`src/rtl/seg_scan_arbiter.sv`:
```
// seg_scan_arbiter: drives a 4-digit active-low seven-segment display on behalf of two requesters.
// Ownership changes only on frame boundaries. Define SEG_BLINK_EN to add per-requester blinking.
module seg_scan_arbiter #(
  parameter int SCAN_DIV     = 100000,
  parameter int HOLD_FRAMES  = 250
`ifdef SEG_BLINK_EN
  ,
  parameter int BLINK_FRAMES = 125
`endif
) (
  input  logic        clock,
  input  logic        reset,
  input  logic [1:0]  req,
  input  logic [27:0] glyph0,
  input  logic [27:0] glyph1,
`ifdef SEG_BLINK_EN
  input  logic [1:0]  blink,
`endif
  output logic [1:0]  grant,
  output logic        frame_tick,
  output logic [3:0]  an,
  output logic [6:0]  seg
);

  localparam int DIV_W  = $clog2(SCAN_DIV);
  localparam int HOLD_W = $clog2(HOLD_FRAMES + 1);

  localparam logic [1:0] IDLE = 2'd0;
  localparam logic [1:0] OWN0 = 2'd1;
  localparam logic [1:0] OWN1 = 2'd2;

  logic [DIV_W-1:0]  div_q, div_d;
  logic [1:0]        digit_q, digit_d;
  logic [1:0]        state_q, state_d;
  logic [HOLD_W-1:0] hold_q, hold_d;
  logic [1:0]        grant_q, grant_d;
  logic              frame_tick_q;
  logic [3:0]        an_q, an_d;
  logic [6:0]        seg_q, seg_d;
  logic              slotTick, frameEnd, blankSlot;
  logic [27:0]       ownerGlyph;

  assign slotTick = (div_q == DIV_W'(SCAN_DIV - 1));
  assign frameEnd = slotTick && (digit_q == 2'd3);
  assign div_d    = slotTick ? '0 : div_q + DIV_W'(1);
  assign digit_d  = slotTick ? digit_q + 2'd1 : digit_q;

  // Requester 0 can only take the display from requester 1 once the hold window has elapsed.
  always_comb begin
    state_d = state_q;
    if (frameEnd) begin
      case (state_q)
        IDLE: begin
          if (req[0])      state_d = OWN0;
          else if (req[1]) state_d = OWN1;
        end
        OWN0: begin
          if (!req[0]) state_d = req[1] ? OWN1 : IDLE;
        end
        OWN1: begin
          if (!req[1])                                         state_d = req[0] ? OWN0 : IDLE;
          else if (req[0] && (hold_q >= HOLD_W'(HOLD_FRAMES))) state_d = OWN0;
        end
        default: state_d = IDLE;
      endcase
    end
  end

  always_comb begin
    hold_d = hold_q;
    if (frameEnd) begin
      if (state_d != state_q)
        hold_d = '0;
      else if ((state_q != IDLE) && (hold_q < HOLD_W'(HOLD_FRAMES)))
        hold_d = hold_q + HOLD_W'(1);
    end
  end

`ifdef SEG_BLINK_EN
  localparam int BLINK_W = $clog2(BLINK_FRAMES + 1);

  logic [BLINK_W-1:0] blinkCnt_q, blinkCnt_d;
  logic               blinkPhase_q, blinkPhase_d;

  always_comb begin
    blinkCnt_d   = blinkCnt_q;
    blinkPhase_d = blinkPhase_q;
    if (frameEnd) begin
      if (blinkCnt_q == BLINK_W'(BLINK_FRAMES - 1)) begin
        blinkCnt_d   = '0;
        blinkPhase_d = ~blinkPhase_q;
      end else begin
        blinkCnt_d = blinkCnt_q + BLINK_W'(1);
      end
    end
  end

  always_ff @(posedge clock) begin
    if (reset) begin
      blinkCnt_q   <= '0;
      blinkPhase_q <= 1'b0;
    end else begin
      blinkCnt_q   <= blinkCnt_d;
      blinkPhase_q <= blinkPhase_d;
    end
  end

  // Next-state phase and owner are used so a whole frame blanks or shows uniformly.
  assign blankSlot = blinkPhase_d &&
                     (((state_d == OWN0) && blink[0]) || ((state_d == OWN1) && blink[1]));
`else
  assign blankSlot = 1'b0;
`endif

  always_comb begin
    ownerGlyph = (state_d == OWN1) ? glyph1 : glyph0;
    an_d       = an_q;
    seg_d      = seg_q;
    if (slotTick) begin
      if ((state_d == IDLE) || blankSlot) begin
        an_d  = 4'b1111;
        seg_d = 7'h7F;
      end else begin
        case (digit_d)
          2'd0: begin an_d = 4'b0111; seg_d = ownerGlyph[27:21]; end
          2'd1: begin an_d = 4'b1011; seg_d = ownerGlyph[20:14]; end
          2'd2: begin an_d = 4'b1101; seg_d = ownerGlyph[13:7];  end
          2'd3: begin an_d = 4'b1110; seg_d = ownerGlyph[6:0];   end
        endcase
      end
    end
  end

  assign grant_d = {state_d == OWN1, state_d == OWN0};

  always_ff @(posedge clock) begin
    if (reset) begin
      div_q        <= '0;
      digit_q      <= 2'd0;
      state_q      <= IDLE;
      hold_q       <= '0;
      grant_q      <= 2'b00;
      frame_tick_q <= 1'b0;
      an_q         <= 4'b1111;
      seg_q        <= 7'h7F;
    end else begin
      div_q        <= div_d;
      digit_q      <= digit_d;
      state_q      <= state_d;
      hold_q       <= hold_d;
      grant_q      <= grant_d;
      frame_tick_q <= frameEnd;
      an_q         <= an_d;
      seg_q        <= seg_d;
    end
  end

  assign grant      = grant_q;
  assign frame_tick = frame_tick_q;
  assign an         = an_q;
  assign seg        = seg_q;

endmodule

```
`config.mk`:
```
export PLATFORM = sky130hd
export DESIGN_NAME = seg_scan_arbiter
export DESIGN_NICKNAME = d
export VERILOG_FILES = /design/src/rtl/seg_scan_arbiter.sv
export SDC_FILE = /design/constraint.sdc
export NUM_CORES = 1
export LEC_CHECK = 0
export ABC_AREA = 1
export CAP_MARGIN = 5
export CORE_AREA = 2 2 84 106
export CTS_CLUSTER_DIAMETER = 60
export CTS_CLUSTER_SIZE = 30
export DETAILED_ROUTE_END_ITERATION = 6
export DIE_AREA = 0 0 86 108
export PLACE_DENSITY_LB_ADDON = 0.08
export SYNTH_ARGS = -nofsm -noshare
export SYNTH_HDL_FRONTEND = slang
export SYNTH_SLANG_ARGS = --single-unit
```
`constraint.sdc`:
```
create_clock -name clock -period 2.2 [get_ports clock]
set_input_delay 0.66 -clock clock [delete_from_list [all_inputs] [get_ports clock]]
set_output_delay 0.66 -clock clock [all_outputs]
set_load 0.02 [all_outputs]
```
==> results of run 1 <==
path summary, 6_finish.rpt:
| path | start | end | slack (ns) |
|---|---|---|---|
| max | div_q[1]$_SDFF_PP0_ | seg[3]$_SDFFE_PP1P_ | 0.08 |
| max reg2reg | div_q[1]$_SDFF_PP0_ | seg[3]$_SDFFE_PP1P_ | 0.08 |
| min | hold_q[7]$_SDFFE_PP0P_ | hold_q[7]$_SDFFE_PP0P_ | 0.47 |
| min reg2reg | hold_q[7]$_SDFFE_PP0P_ | hold_q[7]$_SDFFE_PP0P_ | 0.47 |
cell families after synthesis:
logic type | after synthesis | synth area share (%)
AO/OA/AOI/OAI | 55 | 11.00
XOR/XNOR | 6 | 1.855
adder cells (fa/ha/maj) | 4 | 1.767
buffers and inverters | 69 | 11.53
flip-flops | 43 | 30.39
AND/OR/NAND/NOR | 262 | 43.46
power groups by stage:
stage	Sequential, W	Combinational (W)	Clock, W
6_report	0.000787	0.000162	0.000499
5_1_grt	0.000788	0.000174	0.000559
4_1_cts	0.000785	0.000156	0.000519
3_5_place_dp	0.000803	0.000155	0
3_3_place_gp	0.000803	0.000156	0
2_1_floorplan	0.000803	0.0000303	0
metrics by stage:
step | setup slack (ns) | TNS (ns) | utilization, % | hold slack [ns] | power (W)
2_1_floorplan | 0.3211 | 0 | - | 0.4175 | 0.0008330
3_3_place_gp | -0.2621 | -3.851 | 45.96 | 0.4486 | 0.0009585
3_5_place_dp | -0.3137 | -4.519 | 45.96 | 0.4531 | 0.0009583
4_1_cts | 0.009969 | 0 | 46.95 | 0.4677 | 0.001460
5_1_grt | -0.06932 | -0.4759 | 50.31 | 0.4854 | 0.001522
6_report | 0.08302 | 0 | 50.31 | 0.4659 | 0.001448
final cells by class:
class	instances	area [um^2]	share of cell area, %
Multi-Input combinational cell	327	1794	43.52
Timing Repair Buffer	103	1031	25.01
Sequential cell	43	864.6	20.97
Inverter	57	230.2	5.584
Tap cell	97	121.4	2.944
Clock buffer	7	76.32	1.851
Clock inverter	1	5.005	0.1214
worst reg2reg max path, cell delays in order (launching register included):
cell	delay (ns)
dfxtp_2	0.36
ha_4	0.15
nand2_4	0.06
nor2_4	0.14
nand2_4	0.08
nor2_8	0.17
nand3b_1	0.20
nand2_8	0.17
clkinv_8	0.08
buf_8	0.14
nand3_1	0.06
nand2_1	0.06
nand2_2	0.08
nand3_1	0.08
nor2_1	0.10
a21oi_1	0.07
synth_stat cells, drive strengths merged, types with 4 or more instances:
master  number
clkbuf       4
inv         55
nor3         9
o21ai       24
dfxtp       43
nand3       61
a21oi       20
ha           4
nand4       10
xor2         5
nand2       97
o21bai       6
nor2        77
buf          8
per-layer routing:
layer / up-vias / share of wire (%) / routed length, um / global-route usage (%)
met3: 11 / 5.8 / 464 / 4.885
met1: 1310 / 42 / 3334 / 19.26
li1: 1615 / - / - / -
met2: 72 / 51 / 4058 / 30.79
met4: 0 / 2.0 / 157 / 5.669
met5: - / 0 / 0 / 0
flip-flops by register name, indices dropped and copies added, names as in the netlist:
name        flops
div_q          17
hold_q          8
seg             7
an              4
digit_q         2
grant           2
state_q         2
frame_tick      1
timing repair:
action / 4_1_cts / 5_1_grt
gates resized for setup: 1 / 59
gates cloned: 0 / 2
buffers inserted: 0 / 8
pin swaps: 1 / 22
endpoints found under the setup margin: 2 / 20
hold endpoints to repair: 0 / 0
==> summary.md, run 1 <==
| Metric | Value |
|---|---|
| Initial antenna violation count | `0` |
| Port Buf Inserts | `73` |
| Comb power frac | `11.2%` |
| Gr ovfl total | `0` |
| Post-Syn Instances | `439` |
| ANT nets after route | `0` |
| Crit-path leading delay family | `simple AND/OR/NAND/NOR gates` |
| Cell taking the most area after synthesis | `dfxtp_1` |
| Status | `finished clean` |
| Post-Syn Area | `2833 um^2` |
| Initial drt markers | `91` |
| Die area | `9288 um^2` |
| Global-route wire length before repair | `12.83 mm` |
| Boundary pin count | `74` |
| CTS Root Cell | `clkbuf_8` |
| Sequential fraction of the synthesis area | `30.39%` |
| Clock share of power | `34.5%` |
| Longest Clk Path Bufs | `2` |
| Worst Reg2Reg Path Length in Cells | `15` |
| Net Sw Power | `0.0003270 W` |
| Most common cell after layout, fill and taps aside | `nand2_1` |
| Slew headroom | `72.28%` |
| Max_cap viols | `0` |
| Post-DP Area | `3766 um^2` |
| WP data required | `2.39 ns` |
| Sequential share of power | `54.4%` |
| Final wirelength | `8.014 mm` |
| Clk slew on worst S/H paths | `0.08 ns` |
| Pins Over Slew Limit | `0` |
| RSZ-0062 raised after global routing | `true` |
| Crit. path cell count | `15` |
| Worst Setup End Kind | `register` |
| Vias in the first global route | `2,843` |
| Initial Util | `34.57%` |
| DR DRC count | `0` |
| Crit path buf inv count | `2` |
| Crit path largest cell delay | `0.36 ns` |
| Ys async rst share | `0%` |
| CP Cell Sequence | `ha_4 > nand2_4 > nor2_4 > nand2_4 > nor2_8 > nand3b_1 > nand2_8 > clkinv_8 > buf_8 > nand3_1 > nand2_1 > nand2_2 > nand3_1 > nor2_1 > a21oi_1` |
| Largest net degree at the start of global routing | `26` |
| EDFF count, synth | `0` |
| Hold Crit Depth | `2` |
| Fin crit period | `2.117 ns` |
| Die H | `108 um` |
| Worst path arrival time | `2.30 ns` |
| Routed via count | `3,008` |
| Peak Freq | `472.4 MHz` |
| Actual slew at the worst max-slew pin | `0.4144 ns` |
| Final Cell Area | `4123 um^2` |
| Post-synthesis register bit count | `43` |
| Hold-fix buffers at CTS | `0` |
| Synth cell types | `43` |
| Yosys top cell area share | `30.39%` |
| Power per Cell Area | `351.2 nW/um^2` |
| Clock latency on the worst-skew pair | `0.29 ns` |
| Clock skew | `0.005500 ns` |
| Pint | `0.001121 W` |
| CTS Buf Count | `5` |
| Switching share of power | `22.59%` |
| Syn-to-layout area delta | `45.54%` |
| Final setup viols | `0` |
| Setup Crit Path Kind | `reg -> reg` |
| Post-DP HPWL | `5.937 mm` |
| Mean Syn Cell Area | `6.453 um^2` |
| GRT Util Overall | `17.13%` |
| Non-Filler Instances | `635` |
| Nets@finish | `601` |
| Commonest cells after routing, fill and taps aside | `nand2_1 (81), clkdlybuf4s50_1 (71), nor2_1 (70)` |
| Final period utilization | `96.23%` |
| Die Wd | `86 um` |
| CP max-delay cell | `dfxtp_2` |
| Synthesized Nets | `503` |
| Ranking of synthesized cells by area | `dfxtp_1 (30%), nand2_1 (12%), nand3_1 (10%)` |
| Yosys Warn Count | `0` |
| Peak VDD IR | `0.1934 mV` |
| Share of cells above drive strength 1 | `16.36%` |
| Core area | `8194 um^2` |
| TritonCTS clock tree | `yes` |
| WL per Instance | `12.62 um` |
| Ant diodes | `0` |
| Std cell rows | `37` |
| P_leak | `1.688 nW` |
| RD Place Congestion | `0.8452` |
| Clk sinks | `43` |
| Endpoints failing hold | `0` |
| Critical Path Source Type | `register` |
| First-pass DRT Iterations | `4` |
| Post-placement cell count | `617` |
| Hold Path Class | `reg -> reg` |
| Vias/cell | `4.737` |
| Fill cells | `832` |
| Synth Flop Type | `dfxtp_1` |
| Clock H-tree levels | `2` |
| Critical Path Fanout Max | `7` |
Power figures use the tool's default switching activity.
==> run 2, diff against run 1 <==
Settings changed: RECOVER_POWER from default to 100.
==> results of run 2 <==
No change in the layout: final DEF, timing and power equal those of run 1.
==> run 3, diff against run 2 <==
Settings changed: ABC_CLOCK_PERIOD_IN_PS from default to 2250.
Clock period 2.2 ns to 2.25 ns, I/O delays scaled along.
==> run 3 against run 2 <==
Net effect: sequential power is 2% lower; sequential share of layout area increased by 0.29 points; cell count rose by 0.31%; sequential cell count did not move; first-iteration DRC count up 54%; largest power group unchanged.
==> summary.md, run 3 (same netlist as run 1, synthesis figures left out) <==
| Metric | Value |
|---|---|
| Die H | `108 um (unchanged)` |
| CTS Root Cell | `clkbuf_8 (unchanged)` |
| Post-DP Area | `3719 um^2 (was 3766 um^2)` |
| Clock latency on the worst-skew pair | `0.30 ns (was 0.29 ns)` |
| Worst Reg2Reg Path Length in Cells | `13 (was 15)` |
| Hold Path Class | `reg -> reg (unchanged)` |
| R2R Setup Slk | `0.15 ns (was 0.08 ns)` |
| Commonest cells after routing, fill and taps aside | `nand2_1 (86), clkdlybuf4s50_1 (71), nor2_1 (69) (was nand2_1 (81), clkdlybuf4s50_1 (71), nor2_1 (70))` |
| First-pass DRT Iterations | `5 (was 4)` |
| TritonCTS clock tree | `yes (unchanged)` |
| Peak Freq | `476.5 MHz (was 472.4 MHz)` |
| Clk slew on worst S/H paths | `0.09 ns (was 0.08 ns)` |
| Final wirelength | `8.058 mm (was 8.014 mm)` |
| Worst path arrival time | `2.30 ns (about the same)` |
| Die area | `9288 um^2 (unchanged)` |
| Reg2reg end | `hold_q[3]$_SDFFE_PP0P_ (was seg[3]$_SDFFE_PP1P_)` |
| Nets@finish | `603 (was 601)` |
| Initial antenna violation count | `0 (unchanged)` |
| Worst Setup End Kind | `register (unchanged)` |
| Post-Route Setup TNS | `0 ns (unchanged)` |
| Critical Path Fanout Max | `5 (was 7)` |
| DR DRC count | `0 (unchanged)` |
| Hold Crit Depth | `1 (was 2)` |
| Fin crit period | `2.099 ns (was 2.117 ns)` |
| Final WS setup | `0.1514 ns (was 0.08302 ns)` |
| Longest Clk Path Bufs | `2 (unchanged)` |
| Vias/cell | `4.807 (was 4.737)` |
| Top reg by flops | `div_q (unchanged)` |
| Most common cell after layout, fill and taps aside | `nand2_1 (unchanged)` |
| Final period utilization | `93.27% (was 96.23%)` |
| WP data required | `2.45 ns (was 2.39 ns)` |
| Core area | `8194 um^2 (unchanged)` |
| Max_cap viols | `0 (unchanged)` |
| CTS Buf Count | `5 (unchanged)` |
| Port Buf Inserts | `73 (unchanged)` |
| Slew headroom | `73.50% (was 72.28%)` |
| Final Cell Area | `4073 um^2 (was 4123 um^2)` |
| Post-placement cell count | `614 (was 617)` |
| Die Wd | `86 um (unchanged)` |
| Worst hold path startpoint | `div_q[0]$_SDFF_PP0_ (was hold_q[7]$_SDFFE_PP0P_)` |
| Worst slack, placed | `-0.2596 ns (was -0.3137 ns)` |
| Hold-fix buffers at CTS | `0 (unchanged)` |
| Max FFs per register | `17 (unchanged)` |
| P_leak | `1.668 nW (was 1.688 nW)` |
| Critical Path Source Type | `register (unchanged)` |
| Vias in the first global route | `2,921 (was 2,843)` |
| Peak VDD IR | `0.1674 mV (was 0.1934 mV)` |
| Pins Over Slew Limit | `0 (unchanged)` |
| Std cell rows | `37 (unchanged)` |
| Reg2reg start | `div_q[0]$_SDFF_PP0_ (was div_q[1]$_SDFF_PP0_)` |
| Gr ovfl total | `0 (unchanged)` |
| Post-DP HPWL | `5.833 mm (was 5.937 mm)` |
| Share of cells above drive strength 1 | `14.44% (was 16.36%)` |
| Initial drt markers | `140 (was 91)` |
| Global-route wire length before repair | `12.70 mm (was 12.83 mm)` |
| Clock skew | `0.008917 ns (was 0.005500 ns)` |
| Routed via count | `3,062 (was 3,008)` |
| RD Place Congestion | `0.8631 (was 0.8452)` |
| Power per Cell Area | `362.5 nW/um^2 (was 351.2 nW/um^2)` |
| Initial Util | `34.57% (unchanged)` |
| ANT nets after route | `0 (unchanged)` |
| Status | `finished clean (unchanged)` |
| Actual slew at the worst max-slew pin | `0.3975 ns (was 0.4144 ns)` |
| Setup Crit Path Kind | `reg -> reg (unchanged)` |
| GRT Util Overall | `16.91% (was 17.13%)` |
| Final setup viols | `0 (unchanged)` |
| Syn-to-layout area delta | `43.77% (was 45.54%)` |
| Ant diodes | `0 (unchanged)` |
| Non-Filler Instances | `637 (was 635)` |
| Clock H-tree levels | `2 (unchanged)` |
| Boundary pin count | `74 (unchanged)` |
| Clk sinks | `43 (unchanged)` |
| Worst Hold Endpoint | `div_q[0]$_SDFF_PP0_ (was hold_q[7]$_SDFFE_PP0P_)` |
| Smallest hold slack | `0.4466 ns (was 0.4659 ns)` |
| WL per Instance | `12.65 um (was 12.62 um)` |
| Largest net degree at the start of global routing | `23 (was 26)` |
| Endpoints failing hold | `0 (unchanged)` |
run 3: cell types whose count changed in the layout (fill, tap and decap cells not counted), moves of 2 or more:
cell and change:
o21ai_2 -2, dfxtp_2 -2, nand2_8 -2, inv_6 +2
nand2_1 +5, nand3_1 +5, nand3_2 -5, clkbuf_8 +2
run 3: where the power goes:
part	total (W)	leakage (nW)	internal, W	switching, W
sequential	0.000769	0.348	0.000765	0.00000454
clock	0.000557	0.0515	0.000281	0.000276
combinational	0.000150	1.27	0.000107	0.0000432
run 3: cell type report:
class                           count  area (um^2)
Sequential cell                    43        865.8
Timing Repair Buffer              103         1021
Clock buffer                        8        100.1
Fill cell                         842         4121
Inverter                           57        225.2
Multi-Input combinational cell    329         1739
Tap cell                           97        121.4
run 3: timing repair:
action,4_1_cts,5_1_grt
pin swaps,1,15
gates resized for setup,1,34
gates cloned,0,4
buffers inserted,0,11
endpoints found under the setup margin,1,15
run 3: how the worst max path moves through the flow:
stage | start | end | slack [ns]
3_3_place_gp | req[0] | seg[6]$_SDFFE_PP1P_ | -0.23
3_5_place_dp | req[0] | seg[6]$_SDFFE_PP1P_ | -0.26
2_1_floorplan | div_q[0]$_SDFF_PP0_ | seg[2]$_SDFFE_PP1P_ | 0.37
5_1_grt | div_q[0]$_SDFF_PP0_ | seg[5]$_SDFFE_PP1P_ | -0.005
4_1_cts | div_q[0]$_SDFF_PP0_ | seg[6]$_SDFFE_PP1P_ | 0.01
6_report | div_q[0]$_SDFF_PP0_ | hold_q[3]$_SDFFE_PP0P_ | 0.15
run 3: critical path, stage by stage (launching register included):
cell and delay, ns:
dfxtp_4 0.37, ha_4 0.13, nand2_2 0.07, nor2_4 0.15
nand2_4 0.08, nor2_8 0.16, nand3_4 0.10, buf_4 0.16
o21ai_0 0.19, nand2_1 0.15, nand3_1 0.23, inv_1 0.09
nand2_1 0.07, nor2_1 0.04
run 3: routing by layer:
metal  global-route usage, %  part of all wire (%)  wire, um
met1                   19.11                    43      3452
met2                   30.40                    49      3962
met3                   4.275                   5.6       449
met4                   6.122                   2.4       193
met5                       0                     0         0
run 3: per-stage QoR:
step	power (W)	utilization (%)
floorplan	0.0008145	-
global placement	0.0009340	45.38
detailed placement	0.0009343	45.38
CTS	0.001489	46.66
global route	0.001532	49.70
finish	0.001476	49.70
